===== src/rtl/req_err_sequencer.sv =====
// Capture controller for the request-error expected/seen mux: latches checker error pulses,
// serves them in fixed priority through err_en and hands each captured pair out on a valid/ready port.
module req_err_sequencer #(
  parameter int unsigned NSRC   = 5,
  parameter int unsigned CNT_W  = 16,
  parameter int unsigned SETTLE = 1
) (
  input  logic              clk,
  input  logic              reset,
  input  logic [NSRC-1:0]   err_pulse,
  input  logic              clear_all,
  output logic [2:0]        err_en,
  input  logic [63:0]       expc_err,
  input  logic [63:0]       seen_err,
  output logic              rpt_valid,
  input  logic              rpt_ready,
  output logic [2:0]        rpt_src,
  output logic [63:0]       rpt_expc,
  output logic [63:0]       rpt_seen,
  output logic [NSRC-1:0]   pending,
  output logic [CNT_W-1:0]  err_total,
  output logic [CNT_W-1:0]  err_drop,
  output logic              busy
);

  typedef enum logic [1:0] {IDLE, SELECT, REPORT} state_t;

  state_t          state;
  logic [3:0]      wait_cnt;
  logic [2:0]      sel;
  logic            found;
  logic            capture;
  logic [NSRC-1:0] clr_mask;
  logic [NSRC-1:0] drop_mask;
  logic [2:0]      pulse_cnt;
  logic [2:0]      drop_cnt;

  function automatic logic [CNT_W-1:0] sat_add(input logic [CNT_W-1:0] a, input logic [2:0] b);
    logic [CNT_W:0] s;
    s = {1'b0, a} + (CNT_W+1)'(b);
    return s[CNT_W] ? '1 : s[CNT_W-1:0];
  endfunction

  always_comb begin
    sel   = '0;
    found = 1'b0;
    for (int unsigned i = 0; i < NSRC; i++) begin
      if (pending[i] && !found) begin
        sel   = 3'(i);
        found = 1'b1;
      end
    end
  end

  assign capture = (state == SELECT) && (wait_cnt == 4'd1);

  // A pulse landing on the capture edge of its own source re-arms pending and is not a drop.
  always_comb begin
    clr_mask = '0;
    if (capture) clr_mask[err_en - 3'd1] = 1'b1;
    drop_mask = err_pulse & pending & ~clr_mask;
    pulse_cnt = '0;
    drop_cnt  = '0;
    for (int unsigned i = 0; i < NSRC; i++) begin
      pulse_cnt = pulse_cnt + 3'(err_pulse[i]);
      drop_cnt  = drop_cnt + 3'(drop_mask[i]);
    end
  end

  always_ff @(posedge clk) begin
    if (reset || clear_all) begin
      state     <= IDLE;
      wait_cnt  <= '0;
      err_en    <= '0;
      rpt_valid <= 1'b0;
      rpt_src   <= '0;
      rpt_expc  <= '0;
      rpt_seen  <= '0;
      pending   <= '0;
      err_total <= '0;
      err_drop  <= '0;
      busy      <= 1'b0;
    end else begin
      pending   <= (pending & ~clr_mask) | err_pulse;
      err_total <= sat_add(err_total, pulse_cnt);
      err_drop  <= sat_add(err_drop, drop_cnt);
      case (state)
        IDLE: begin
          if (|pending) begin
            state    <= SELECT;
            busy     <= 1'b1;
            err_en   <= sel + 3'd1;
            wait_cnt <= 4'(SETTLE);
          end
        end
        SELECT: begin
          if (capture) begin
            rpt_expc  <= expc_err;
            rpt_seen  <= seen_err;
            rpt_src   <= err_en;
            rpt_valid <= 1'b1;
            state     <= REPORT;
          end else begin
            wait_cnt <= wait_cnt - 4'd1;
          end
        end
        REPORT: begin
          if (rpt_valid && rpt_ready) begin
            rpt_valid <= 1'b0;
            if (|pending) begin
              state    <= SELECT;
              err_en   <= sel + 3'd1;
              wait_cnt <= 4'(SETTLE);
            end else begin
              state  <= IDLE;
              busy   <= 1'b0;
              err_en <= '0;
            end
          end
        end
        default: begin
          state  <= IDLE;
          busy   <= 1'b0;
          err_en <= '0;
        end
      endcase
    end
  end

endmodule

===== config.mk =====
export PLATFORM = sky130hd
export DESIGN_NAME = req_err_sequencer
export DESIGN_NICKNAME = d
export VERILOG_FILES = /design/src/rtl/req_err_sequencer.sv
export SDC_FILE = /design/constraint.sdc
export NUM_CORES = 1
export LEC_CHECK = 0
export CORE_ASPECT_RATIO = 1.25
export CORE_MARGIN = 2
export CORE_UTILIZATION = 40
export DETAILED_ROUTE_END_ITERATION = 12
export PLACE_DENSITY = 0.77
export SLEW_MARGIN = 0
export SYNTH_ARGS = -nofsm -noshare
export SYNTH_HDL_FRONTEND = slang
export SYNTH_SLANG_ARGS = --single-unit

===== constraint.sdc =====
create_clock -name clk -period 4.6 [get_ports clk]
set_input_delay 0.69 -clock clk [delete_from_list [all_inputs] [get_ports clk]]
set_output_delay 0.69 -clock clk [all_outputs]
set_load 0.03 [all_outputs]

==> summary.md <==
| Metric | Value |
|---|---|
| Status | finished, final reports clean |
| Max Buffers Root-to-Sink | 2 |
| CTS sink count | about 180 |
| Main combinational cell family by area after synthesis | simple AND/OR/NAND/NOR gates |
| H-tree Lvls | 4 |
| Pleak | between 3 and 4 nW |
| Cell count after synthesis | between 800 and 900 |
| Hold WS | about 450 ps |
| Cts repair resizes | 0 |
| Maxcap violations | 0 |
| FF-to-FF path depth | 14 |
| Skew final | 12.6 ps |
| Critical path's slowest cell | fa_1 |
| Async S/R FF share, synth | 0% |
| Crit end category | flip-flop |
| Setup crit end | err_drop[7] |
| Largest net degree at the start of global routing | 91 |
| Ys flop type | dfxtp_1 |
| Drt pass-1 iters | 4 |
| Switch Pwr | 0.000792 W |
| Initial DRC Count | ~310 |
| Io pins | between 300 and 400 |
| Mapped Area | a little over 7000 µm² |
| Avg Inst Size Synth | ~8.3 µm² |
| CP Launch Type | flip-flop |
| Remaining routing DRC violations | 0 |
| Synth Area in XOR/XNOR | between 2 and 3% |
| CP most frequent cell | fa_1 |
| Detailed-route via count | approximately 6700 |
| Fmax | between 200 and 250 MHz |
| Vias in the first global route | approximately 6400 |
| Peak supply drop | between 200 and 250 µV |
| HP Class | flip-flop to flip-flop |
| Fin Setup TNS | 0 ps |
| Crit path largest cell delay | 510 ps |
| Via density | 4.92 |
| Internal Power | roughly 0.0026 W |
| Comb power frac | around a tenth |
| Post-cts hold buffer count | 0 |
| Share of cells above drive strength 1 | between 5 and 6% |
| RSZ-0062 raised after global routing | no |
| Routed len/inst | about 15 µm |
| Die Area | 18800 µm² |
| Grt total ovfl | 0 |
| Initial core utilization | between 40% and 50% |
| Yosys warning total | 0 |
| Crit path DAT | roughly 4500 ps |
| Initial antenna violation count | 0 |
| Sw frac | 23.5% |
| Worst r2r src | err_en[0] |
| # diodes | 0 |
| Sequential share of power | ~47% |
| GPL Wtd Cong | 0.840 |
| Slew @ Worst Pin | 917 ps |
| Multiplexer share of the synthesized area | 0.141% |
| Synth Area in Compound Gates | around 17% |
| Post-Route WL | about 20 mm |
| Clk_lat worst skew | around 420 ps |
| Post-synthesis adder-cell area fraction | between 3 and 4% |
| #FFs+latches synth | 179 |
| Post-CTS Setup Bufs | 0 |
| Gr usage total | a little over a fifth |
| Layout fillers | about 1400 |
| Critical Path Source | err_en[0] |
| Sequential area share after synthesis | 50.6% |
| Detailed Place HPWL | between 10 and 15 mm |
| Clock-pin slew on the worst setup and hold paths | ~70 ps |
| Crit path time final | approximately 4200 ps |
| Die H | approximately 150 µm |
| Crit-path cells | inv_1 -> ha_1 -> xnor2_1 -> nand3_1 -> o21ai_0 -> nor2_1 -> fa_1 -> fa_1 -> ha_1 -> fa_1 -> a21o_1 -> and4_4 -> nand3_2 -> a21oi_1 |
| Slew Viols, Final | 0 |
| Clk root buf | clkbuf_16 |
| R2r endpoint | err_drop[7] |
| Crit path max fanout | 13 |
| Post-synth EDFFs | 0 |
| Clk pwr share | between 40% and 50% |
| Worst setup path class | flip-flop to flip-flop |
| IO Port Bufs | about 300 |
| Core area | roughly 17000 µm² |
| Max transition margin | about two fifths |
| Netlist cell types | 54 |
| WP data required | 4860 ps |
| Antenna-violating nets left | 0 |
| CTS tree | done |
| P per Cell Area | 311 nW/µm² |
| Setup violations, final | 0 |
| Area added between synthesis and finish | 53.2% |
| Total CTS buffers | 17 |
| Final Hold Viols | 0 |
| Die width | about 120 µm |
| Syn Nets | around 1000 |
| Reg-to-reg setup timing slack | between 400 and 500 ps |
| Most frequent cells in the layout | 309 x clkdlybuf4s50_1, 280 x nand2_1, 179 x dfxtp_1, 161 x a21oi_1, 20 x inv_1 |
| Crit share post-route | 91.0% |
| Most common cell after layout, fill and taps aside | clkdlybuf4s50_1 |
| Post-Synth Simple-Gate Area | 20.8% |
| Cell row count | 54 |
| Number of nets in the layout | between 1000 and 1500 |
| First-pass GRT wire length | 32.0 mm |
layer usage:
metal  share of wire [%]  GRT usage (%)  vias to the layer above
li1                    -              -                     3383
met1                  40           24.6                     3084
met2                  50           36.6                      231
met3                 7.5           5.45                       35
met4                 2.5           8.39                        0
met5                   0              0                        -
power groups by stage:
stage / clock network, W / registers [W] / logic [W]
CTS: 0.00150 / 0.00158 / 0.000329
global route: 0.00156 / 0.00158 / 0.000357
finish: 0.00147 / 0.00158 / 0.000327
floorplan: 0 / 0.00164 / 0.000123
detailed placement: 0 / 0.00162 / 0.000326
global placement: 0 / 0.00162 / 0.000324
through the flow:
stage | utilization, % | setup WS, ps | total power, W | instance area [µm²] | instances
floorplan | - | 487 | 0.00176 | 7090 | 851
global placement | 58.9 | 509 | 0.00194 | 10300 | 1338
detailed placement | 58.9 | 452 | 0.00194 | 10300 | 1338
CTS | 62.3 | 490 | 0.00341 | 10900 | 1368
global route | 62.3 | 164 | 0.00350 | 10900 | 1368
finish | 62.3 | 412 | 0.00338 | 10900 | 1368
cell usage after synthesis, drive strengths merged, types with 2 or more instances:
cell type    n  area, µm²
nand2      281       1050
dfxtp      179       3580
a21oi      171        893
buf         29        176
clkbuf      23       86.3
inv         20       75.1
nor2        15       56.3
ha          12        150
nand3       12       77.6
xnor2       11       96.3
xor2        10       87.6
o21ai        9       45.0
a211oi       7       52.6
a31oi        7       50.1
and2         7       43.8
and4         6       55.1
fa           6        120
nand4        4       25.0
nor2b        4       32.5
and3         3       18.8
nor3         3       15.0
a21bo        2       20.0
a21o         2       15.0
a311oi       2       17.5
nand3b       2       15.0
nor4         2       18.8
o211ai       2       15.0
o31ai        2       15.0
o32ai        2       17.5
worst max-delay path, delay by kind of cell, from the launching register on:
kind | cells | cell delay (ps)
AOI/OAI and AO/OA | 3 | 630
DFF | 1 | 490
and+or+nand+nor | 4 | 710
adders and majority gates | 5 | 1900
xor gates and xnor gates | 1 | 210
buffers and inverters | 1 | 110
worst min path at each step:
stage | from | to | slack, ps | depth (start not counted)
detailed placement | rpt_expc[21] | rpt_expc[21] | 450 | 2
global placement | rpt_seen[22] | rpt_seen[22] | 440 | 2
global route | rpt_seen[5] | rpt_seen[5] | 470 | 2
finish | rpt_expc[57] | rpt_expc[57] | 450 | 2
floorplan | wait_cnt[1] | wait_cnt[1] | 480 | 2
CTS | rpt_expc[21] | rpt_expc[21] | 450 | 2
sequential cells by signal, indices dropped and copies added (netlist names):
register,count
pending,5
rpt_valid,1
busy,1
err_en,3
err_total,16
rpt_expc,64
rpt_src,3
state,2
rpt_seen,64
wait_cnt,4
err_drop,16
area by class of cell:
| class | count | area [µm²] | share of cell area [%] |
|---|---|---|---|
| Clock buffer | 20 | 467 | 4.30 |
| Multi-Input combinational cell | 600 | 3180 | 29.3 |
| Tap cell | 224 | 280 | 2.58 |
| Timing Repair Buffer | 315 | 3150 | 29.0 |
| Sequential cell | 179 | 3580 | 33.0 |
| Inverter | 20 | 75.1 | 0.691 |
| Clock inverter | 10 | 125 | 1.15 |
cells by family after synthesis:
group,count (synthesis)
compound gates,214
fa+ha+maj,18
flops,179
buf+inv,72
simple gates,346
mux,1
xor+xnor,21
No activity file was read; power rests on OpenSTA's default activity.
